<file path="src/rtl/aes_pkg.sv">
// Shared AES constants, FSM state type and the FIPS-197 forward S-box table.
// The table is also consumed by the datapath S-boxes.
package aes_pkg;

    localparam int WORD_W = 32;
    localparam int BYTE_W = 8;

    typedef enum logic [1:0] {
        IDLE = 2'd0,
        SUB  = 2'd1,
        DONE = 2'd2
    } state_e;

    localparam logic [BYTE_W-1:0] SBOX [256] = '{
        8'h63, 8'h7c, 8'h77, 8'h7b, 8'hf2, 8'h6b, 8'h6f, 8'hc5, 8'h30, 8'h01, 8'h67, 8'h2b, 8'hfe, 8'hd7, 8'hab, 8'h76,
        8'hca, 8'h82, 8'hc9, 8'h7d, 8'hfa, 8'h59, 8'h47, 8'hf0, 8'had, 8'hd4, 8'ha2, 8'haf, 8'h9c, 8'ha4, 8'h72, 8'hc0,
        8'hb7, 8'hfd, 8'h93, 8'h26, 8'h36, 8'h3f, 8'hf7, 8'hcc, 8'h34, 8'ha5, 8'he5, 8'hf1, 8'h71, 8'hd8, 8'h31, 8'h15,
        8'h04, 8'hc7, 8'h23, 8'hc3, 8'h18, 8'h96, 8'h05, 8'h9a, 8'h07, 8'h12, 8'h80, 8'he2, 8'heb, 8'h27, 8'hb2, 8'h75,
        8'h09, 8'h83, 8'h2c, 8'h1a, 8'h1b, 8'h6e, 8'h5a, 8'ha0, 8'h52, 8'h3b, 8'hd6, 8'hb3, 8'h29, 8'he3, 8'h2f, 8'h84,
        8'h53, 8'hd1, 8'h00, 8'hed, 8'h20, 8'hfc, 8'hb1, 8'h5b, 8'h6a, 8'hcb, 8'hbe, 8'h39, 8'h4a, 8'h4c, 8'h58, 8'hcf,
        8'hd0, 8'hef, 8'haa, 8'hfb, 8'h43, 8'h4d, 8'h33, 8'h85, 8'h45, 8'hf9, 8'h02, 8'h7f, 8'h50, 8'h3c, 8'h9f, 8'ha8,
        8'h51, 8'ha3, 8'h40, 8'h8f, 8'h92, 8'h9d, 8'h38, 8'hf5, 8'hbc, 8'hb6, 8'hda, 8'h21, 8'h10, 8'hff, 8'hf3, 8'hd2,
        8'hcd, 8'h0c, 8'h13, 8'hec, 8'h5f, 8'h97, 8'h44, 8'h17, 8'hc4, 8'ha7, 8'h7e, 8'h3d, 8'h64, 8'h5d, 8'h19, 8'h73,
        8'h60, 8'h81, 8'h4f, 8'hdc, 8'h22, 8'h2a, 8'h90, 8'h88, 8'h46, 8'hee, 8'hb8, 8'h14, 8'hde, 8'h5e, 8'h0b, 8'hdb,
        8'he0, 8'h32, 8'h3a, 8'h0a, 8'h49, 8'h06, 8'h24, 8'h5c, 8'hc2, 8'hd3, 8'hac, 8'h62, 8'h91, 8'h95, 8'he4, 8'h79,
        8'he7, 8'hc8, 8'h37, 8'h6d, 8'h8d, 8'hd5, 8'h4e, 8'ha9, 8'h6c, 8'h56, 8'hf4, 8'hea, 8'h65, 8'h7a, 8'hae, 8'h08,
        8'hba, 8'h78, 8'h25, 8'h2e, 8'h1c, 8'ha6, 8'hb4, 8'hc6, 8'he8, 8'hdd, 8'h74, 8'h1f, 8'h4b, 8'hbd, 8'h8b, 8'h8a,
        8'h70, 8'h3e, 8'hb5, 8'h66, 8'h48, 8'h03, 8'hf6, 8'h0e, 8'h61, 8'h35, 8'h57, 8'hb9, 8'h86, 8'hc1, 8'h1d, 8'h9e,
        8'he1, 8'hf8, 8'h98, 8'h11, 8'h69, 8'hd9, 8'h8e, 8'h94, 8'h9b, 8'h1e, 8'h87, 8'he9, 8'hce, 8'h55, 8'h28, 8'hdf,
        8'h8c, 8'ha1, 8'h89, 8'h0d, 8'hbf, 8'he6, 8'h42, 8'h68, 8'h41, 8'h99, 8'h2d, 8'h0f, 8'hb0, 8'h54, 8'hbb, 8'h16
    };

endpackage

</file>
<file path="src/rtl/aes_sbox_byte.sv">
// Single-byte forward S-box: a purely combinational ROM lookup, no register stage.
module aes_sbox_byte
    import aes_pkg::*;
(
    input  logic [BYTE_W-1:0] byte_i,
    output logic [BYTE_W-1:0] byte_o
);

    assign byte_o = SBOX[byte_i];

endmodule

</file>
<file path="src/rtl/key_exp_sbox_server.sv">
// Key-schedule SubWord responder: BYTES_PER_CYCLE shared S-boxes walk the word MS byte
// first while it rotates, so after 4/BYTES_PER_CYCLE steps the bytes are back in order.
module key_exp_sbox_server
    import aes_pkg::*;
#(
    parameter int WORD_W          = aes_pkg::WORD_W,
    parameter int BYTES_PER_CYCLE = 1
) (
    input  logic              clock,
    input  logic              reset,
    input  logic [WORD_W-1:0] rnd_word_key_val,
    input  logic              rnd_word_key_val_vld,
    output logic [WORD_W-1:0] key_exp_sbox_data,
    output logic              key_exp_sbox_data_vld,
    output logic              sbox_busy,
    output logic              sbox_req_drop
);

    localparam int NSTEP = 4 / BYTES_PER_CYCLE;
    localparam int SUB_W = BYTE_W * BYTES_PER_CYCLE;
    localparam logic [1:0] CNT_LAST = 2'(NSTEP - 1);

    if (WORD_W != 32 || !(BYTES_PER_CYCLE == 1 || BYTES_PER_CYCLE == 2 || BYTES_PER_CYCLE == 4))
    begin : g_bad_param
        $error("key_exp_sbox_server: WORD_W must be 32 and BYTES_PER_CYCLE one of 1, 2, 4");
    end

    state_e            state_q, state_d;
    logic [1:0]        cnt_q, cnt_d;
    logic [WORD_W-1:0] work_q, work_d;
    logic [WORD_W-1:0] data_q, data_d;
    logic              vld_q, vld_d;
    logic              drop_q, drop_d;

    logic [SUB_W-1:0]  sub_bytes;
    logic [WORD_W-1:0] sub_word;
    logic [WORD_W-1:0] step_word;

    for (genvar g = 0; g < BYTES_PER_CYCLE; g++) begin : g_sbox
        aes_sbox_byte u_sbox (
            .byte_i (work_q[WORD_W-1-BYTE_W*g -: BYTE_W]),
            .byte_o (sub_bytes[SUB_W-1-BYTE_W*g -: BYTE_W])
        );
    end

    // Replace the top bytes, then rotate them to the bottom; a full-width rotate is identity.
    always_comb begin
        sub_word = work_q;
        sub_word[WORD_W-1 -: SUB_W] = sub_bytes;
        step_word = (sub_word << SUB_W) | (sub_word >> (WORD_W - SUB_W));
    end

    always_comb begin
        state_d = state_q;
        cnt_d   = cnt_q;
        work_d  = work_q;
        data_d  = data_q;
        vld_d   = 1'b0;
        drop_d  = drop_q;
        case (state_q)
            IDLE: begin
                if (rnd_word_key_val_vld) begin
                    work_d  = rnd_word_key_val;
                    cnt_d   = 2'd0;
                    state_d = SUB;
                end
            end
            SUB: begin
                work_d = step_word;
                cnt_d  = cnt_q + 2'd1;
                if (cnt_q == CNT_LAST) state_d = DONE;
                if (rnd_word_key_val_vld) drop_d = 1'b1;
            end
            DONE: begin
                data_d = work_q;
                vld_d  = 1'b1;
                if (rnd_word_key_val_vld) begin
                    work_d  = rnd_word_key_val;
                    cnt_d   = 2'd0;
                    state_d = SUB;
                end else begin
                    state_d = IDLE;
                end
            end
            default: state_d = IDLE;
        endcase
    end

    always_ff @(posedge clock or negedge reset) begin
        if (!reset) begin
            state_q <= IDLE;
            cnt_q   <= 2'd0;
            work_q  <= '0;
            data_q  <= '0;
            vld_q   <= 1'b0;
            drop_q  <= 1'b0;
        end else begin
            state_q <= state_d;
            cnt_q   <= cnt_d;
            work_q  <= work_d;
            data_q  <= data_d;
            vld_q   <= vld_d;
            drop_q  <= drop_d;
        end
    end

    assign key_exp_sbox_data     = data_q;
    assign key_exp_sbox_data_vld = vld_q;
    assign sbox_busy             = (state_q == SUB);
    assign sbox_req_drop         = drop_q;

endmodule

</file>
<file path="config.mk">
export PLATFORM = sky130hd
export DESIGN_NAME = key_exp_sbox_server
export DESIGN_NICKNAME = d
export VERILOG_FILES = /design/src/rtl/aes_pkg.sv /design/src/rtl/aes_sbox_byte.sv /design/src/rtl/key_exp_sbox_server.sv
export SDC_FILE = /design/constraint.sdc
export NUM_CORES = 1
export LEC_CHECK = 0
export CAP_MARGIN = 10
export CORE_MARGIN = 4
export CORE_UTILIZATION = 40
export DETAILED_ROUTE_END_ITERATION = 12
export PLACE_DENSITY = 0.6
export SLEW_MARGIN = 20
export SYNTH_ARGS = -nofsm -noshare
export SYNTH_HDL_FRONTEND = slang
export SYNTH_SLANG_ARGS = --single-unit
</file>
<file path="constraint.sdc">
create_clock -name clock -period 3.7 [get_ports clock]
set_clock_uncertainty 0.05 [all_clocks]
set_input_delay 0.74 -clock clock [delete_from_list [all_inputs] [get_ports clock]]
set_output_delay 0.74 -clock clock [all_outputs]
set_load 0.02 [all_outputs]
</file>
Word-level counts from Yosys, hierarchy flattened
Memory sizes are Yosys's and may differ from the RTL's.
Index checks and enable logic that the tools add are counted.
{"block": "op_classes", "add_sub_neg": 1, "n_lt_le_gt_ge": 1, "eq_ne": 6, "mux": 11, "bitwise_logic": 2, "n_reduce_logical": 6}
{"operator": "one-hot mux 32 bit (2 select lines)", "count": 1}
{"operator": "two-way mux 32 bit", "count": 1}
{"operator": "bitwise OR 32 x 8 -> 32 bit", "count": 1}
{"operator": "two-way mux 8 bit", "count": 2}
{"operator": "greater-or-equal comparator 9 bit (second input constant)", "count": 1}
{"operator": "NOT 8 -> 9 bit", "count": 1}
{"operator": "two-way mux 2 bit", "count": 3}
{"operator": "one-hot mux 2 bit (3 select lines)", "count": 1}
{"operator": "AND reduction 2 bit", "count": 3}
{"operator": "equality test 2 bit (second input constant)", "count": 2}
{"operator": "!= test 2 x 1 -> 1 bit (second input constant)", "count": 2}
{"operator": "one-hot mux 2 bit (2 select lines)", "count": 1}
{"operator": "adder 2 x 1 -> 2 bit (second input constant)", "count": 1}
{"operator": "equality test 2 x 1 -> 1 bit (second input constant)", "count": 1}
{"operator": "zero test 2 bit", "count": 1}
{"operator": "two-way mux 1 bit", "count": 2}
{"operator": "!= test 2 bit (second input constant)", "count": 1}
{"operator": "nonzero test 2 bit", "count": 1}
{"operator": "OR reduction 2 bit", "count": 1}
{"block": "totals", "register_bits": 70, "mem_bits_ro": 2048, "inputBits": 35, "out_inout_bits": 35, "mem_count": 1}
{"memory": "(name not given)", "words": 256, "width": 8, "rd": 1, "rd_clocked_by_memory_dff": 0, "write_ports": 0, "line_no": "aes_sbox_byte.sv:9", "rtl": "assign byte_o = SBOX[byte_i];"}

Logic depth before layout (Yosys ltp)
{"block": "logic_depth", "word_depth": 6, "mapped_depth": 11, "mapped_depth_nobuf": 8}

By module
From an unflattened synthesis, not the netlist that was laid out.
{"block": "hier_totals", "cells_unflattened": 774, "area_unflattened_um2": 6568.8}
{"module": "key_exp_sbox_server", "n_inst": 1, "cells_each": 267, "area_each_um2": 3389.5}
{"module": "aes_sbox_byte", "n_inst": 1, "cells_each": 507, "area_each_um2": 3179.3}

Least setup slack after synthesis
OpenSTA, ideal clock, no wires.
{"block": "synth_timing", "path_kind": "register -> register", "from": "register work_q[25]", "to": "register work_q[6]", "setup_time_ns": 0.147, "arrival_ns": 2.434, "required_ns": 3.503, "path_slack_ns": 1.069, "path_stages_with_launch": 10, "period_less_slack_ns": 2.631, "path_cell_list": "dfrtp_1 inv_1 ha_1 buf_2 nand2b_1 clkbuf_1 a31oi_1 or4_1 a32oi_1 a21oi_1"}
{"block": "synth_between", "elab_chain_cells": 6}
{"item": "start: declaration", "line_no": "key_exp_sbox_server.sv:30", "rtl": "logic [WORD_W-1:0] work_q, work_d;"}
{"item": "start signal: assignment", "line_no": "key_exp_sbox_server.sv:100", "rtl": "work_q <= work_d;"}
{"item": "NOT 8 -> 9 bit (not written as such)", "line_no": "aes_sbox_byte.sv:9"}
{"item": "memory (256 x 8 bit)"}
{"item": "two-way mux 8 bit (not written as such) (2 in series)", "line_no": "aes_sbox_byte.sv:9"}
{"item": "bitwise OR 32 x 8 -> 32 bit", "line_no": "key_exp_sbox_server.sv:50", "rtl": "step_word = (sub_word << SUB_W) | (sub_word >> (WORD_W - SUB_W));"}
{"item": "one-hot mux 32 bit (2 select lines)", "line_no": "key_exp_sbox_server.sv:60", "rtl": "case (state_q)"}
No other way between the ends. The select of a mux whose other input is x is not followed.
A chain may end at the register's enable or synchronous reset.

Worst setup path after layout
{"block": "layout_timing", "from": "register work_q[24]", "to": "register work_q[5]"}
Same word-level chain as after synthesis.

==> results <==
- The maximum clock frequency is 313 MHz.
- The count of antenna-violating nets left after detailed routing is 0.
- The critical setup path kind is reg -> reg.
- The number of buffers added to fix hold violations after cts is 0.
- The chip height is 132 um.
- The worst reg2reg path startpoint is work_q[24]$_DFFE_PN0P_.
- CTS built an H-tree with a depth of 3.
- Summed over all layers, the global routing overflow is 0.
- The cell at the root of the clock tree is clkbuf_16.
- Entering global routing, the biggest net connects 126 pins.
- The global router's overall resource usage is 0.325.
- The worst slew slack as a fraction of its limit is 0.403.
- The final setup TNS is 0 ns.
- The netlist uses 73 different library cells.
- The number of design rule violations left after detail routing is 0.
- The run finished with clean final reports.
- The number of antenna violations at the first check in global routing is 1.
- The count of clock tree sinks is 70.
- Routability-driven placement finished with a final weighted congestion of 1.09.
- The post-synthesis instance total is 763.
- The I/O pin count is 70.
- The maximum clock insertion buffer count is 2.
- The type of destination of the critical path is a register.
- Excluding fillers, the count of instances in the completed layout stands at 989.
- The detailed router finished its first iteration with 1,340 violations.
- Counting flops with a built-in enable in the synthesized netlist gives 0.
- The maximum cell stage delay along the critical path is 0.64 ns.
- The flip-flop and latch count after synthesis is 70.
- The count of warnings emitted by yosys is 0.
- The cell with the largest stage delay on the worst path is nor3_1.
- The number of gates resized after CTS was 0.
- The startpoint identified for the worst hold timing path is sbox_req_drop$_DFFE_PN0P_.
- STA puts the critical path data arrival time at 3.37 ns.
- The sequential cell area fraction in the yosys report is 0.284.
- The worst register-to-register path has a setup slack of 0.51 ns.
- In this run the core area contains 45 standard-cell rows.
- Tracing the worst setup path back leads to its startpoint at work_q[24]$_DFFE_PN0P_.
- The final layout net count is 847.
- The final-report hold violation count is 0.
- The share of synthesized area in the top cell type comes to 0.284.
- At the pin with the least slew margin, the transition time is 0.896 ns.
- In the routed layout, each cell is associated on average with a via count of 7.05.
- The number of antenna diodes is 0.
- The HPWL after detailed placement is 20.4 mm.
- The average wire per standard cell is 29.4 um.
- Post-CTS timing repair inserted 0 buffers for setup.
- Summed over all layers, the routed wires come to 29.1 mm.
- dfrtp_1 takes more of the synthesized area than any other cell.
- The cell area that synthesis handed to floorplanning was 0.00617 mm2.
- TritonCTS built the clock tree.
- The global-route wire length before repair is 43.6 mm.
- The number of global-route vias before repair is 6,831.
- The number of clock buffers added by TritonCTS is 9.
- The clock network latency to the later pin of the worst-skew pair is 0.35 ns.
- Compared with the post-synthesis result, the final layout area differs by 18.2%.
- The required time of the worst setup path is 3.87 ns.
- The count of port buffers added during placement is 69.
- The min-delay analysis places its worst path in the category reg -> reg.
- The kind of start point of the critical path is a register.
- Traced cell by cell, the critical path runs through buf_4, ha_1, and2b_1, nor3_1, a21oi_1, o211ai_1, nand4_1, a32o_1.
- The initial utilization of the core area, before any placement, comes to 0.407.
- Dividing the final minimum period by the clock period gives 0.863.
- After clock tree synthesis, the clock-pin slew on the worst setup and hold paths is 0.07 ns.
- Setup violations remaining at the end of the flow were counted as 0.
- The first TritonRoute pass finished after 7 iterations.
- The number of max-slew violations in the final report is 0.
- For this run, the share of the core covered by cells in the final layout is 0.481.
- The area enclosed by the die boundary is 0.0175 mm2.
- In this run the worst path has a maximum fanout of 26.
- The number of placed instances, taps included is 973.
- The die boundary width is 132 um.
- The number of nets in the synthesized netlist is 814.
- The library cell used most frequently in the layout, excluding fill and tap cells, is o21ai_0.
- In the synthesized netlist the async set-or-reset flop fraction comes to 1.00.
- For this run, the leading register cell type out of synthesis is dfrtp_1.
- The clock period minus final worst setup slack is 3.19 ns.
- Each instance of the synthesized netlist takes up on average 8.09 um2.
- Of the cells placed in the final design, the portion with a size suffix greater than 1 is 0.121.
- Setup repair after global routing left no endpoint under its margin.
- The max-capacitance violation count is 0.
- Ranked by total cell area, the synthesized netlist is headed by dfrtp_1 (28%), o21ai_0 (6.2%), mux2i_1 (5.5%).
- The region available for standard cell placement spans 0.0151 mm2.
- The library cells used most frequently in the layout, excluding fill and tap cells, are o21ai_0 (76), nand2_1 (74), dfrtp_1 (68), clkdlybuf4s50_1 (68), a21oi_1 (49).
- Across all layers, the routed design uses 6,976 vias.
[worst paths after layout]
check                                                   end  depth (start not counted)
min reg2reg                       sbox_req_drop$_DFFE_PN0P_                          1
max                                   work_q[5]$_DFFE_PN0P_                          8
max in group asynchronous            work_q[26]$_DFFE_PN0P_                          1
max reg2reg                           work_q[5]$_DFFE_PN0P_                          8
min                               sbox_req_drop$_DFFE_PN0P_                          1
min in group asynchronous  key_exp_sbox_data[6]$_DFFE_PN0P_                          1
[cells by family (layout without fill, tap and decap cells)]
family | count (synthesis) | after routing | synth area share
buf+inv | 96 | 134 | 0.0714
flops | 70 | 70 | 0.284
compound gates | 272 | 272 | 0.296
xor+xnor | 3 | 3 | 0.00426
fa+ha+maj | 16 | 16 | 0.0324
simple gates | 241 | 241 | 0.195
mux | 65 | 65 | 0.117
[per-layer routing]
metal	part of all wire	routed length (um)	GRT usage
met5	0.00052	15	0
met4	0.071	2070	0.181
met3	0.12	3440	0.0977
met2	0.42	12300	0.479
met1	0.39	11200	0.426
[layout make-up]
cell class              count  area (um2)
fillers                  1441        7850
multi-input cells         597        3990
flip-flops and latches     70        1750
repair buffers            105         983
well taps                 188         235
clock buffers               9         225
clock inverters             7        57.6
inverters                  13        48.8
[metrics by stage]
| stage | setup slack [ns] | instance area (um2) | hold slack, ns |
|---|---|---|---|
| 6_report | 0.508 | 7290 | 0.443 |
| 5_1_grt | 0.541 | 7290 | 0.433 |
| 4_1_cts | 0.678 | 7290 | 0.431 |
| 3_5_place_dp | 0.654 | 7010 | 0.410 |
| 3_3_place_gp | 0.571 | 7010 | 0.389 |
| 2_1_floorplan | 1.07 | 6170 | 0.394 |
[cells in the mapped netlist (5+ instances only)]
library cell and n:
nor2_1 36, mux2i_1 34, buf_4 7, ha_1 16, nor2b_1 19, a21oi_1 49, o221ai_1 5, nand3_1 29
a311oi_1 13, a2111oi_0 5, nor3b_1 5, o22ai_1 6, nor4_1 8, nand2b_1 24, mux2_2 28, and2_1 7
o211a_1 6, clkbuf_1 39, buf_2 30, a32oi_1 9, nor3_1 15, nand2_1 74, o211ai_1 8, a221oi_1 9
o21ai_0 76, a31oi_1 14, o311ai_0 8, a21o_1 8, or3_1 7, a211oi_1 12, o31ai_1 6, inv_1 10
dfrtp_1 70
[critical path, delay by kind of cell, from the launching register on]
kind / cells / cell delay, ns
adder cells (fa/ha/maj): 1 / 0.61
AND/OR/NAND/NOR: 3 / 1.10
flip-flops: 1 / 0.35
buffers and inverters: 1 / 0.35
AO/OA/AOI/OAI: 3 / 0.60
[sequential cells by signal (all words and copies together) (netlist names)]
register and flops:
key_exp_sbox_data_vld 1, work_q 32, key_exp_sbox_data 32, sbox_req_drop 1, state_q 2, cnt_q 2
Power is not shown: default switching activity piles up to over one toggle a cycle in this logic, so the estimate is an artifact.
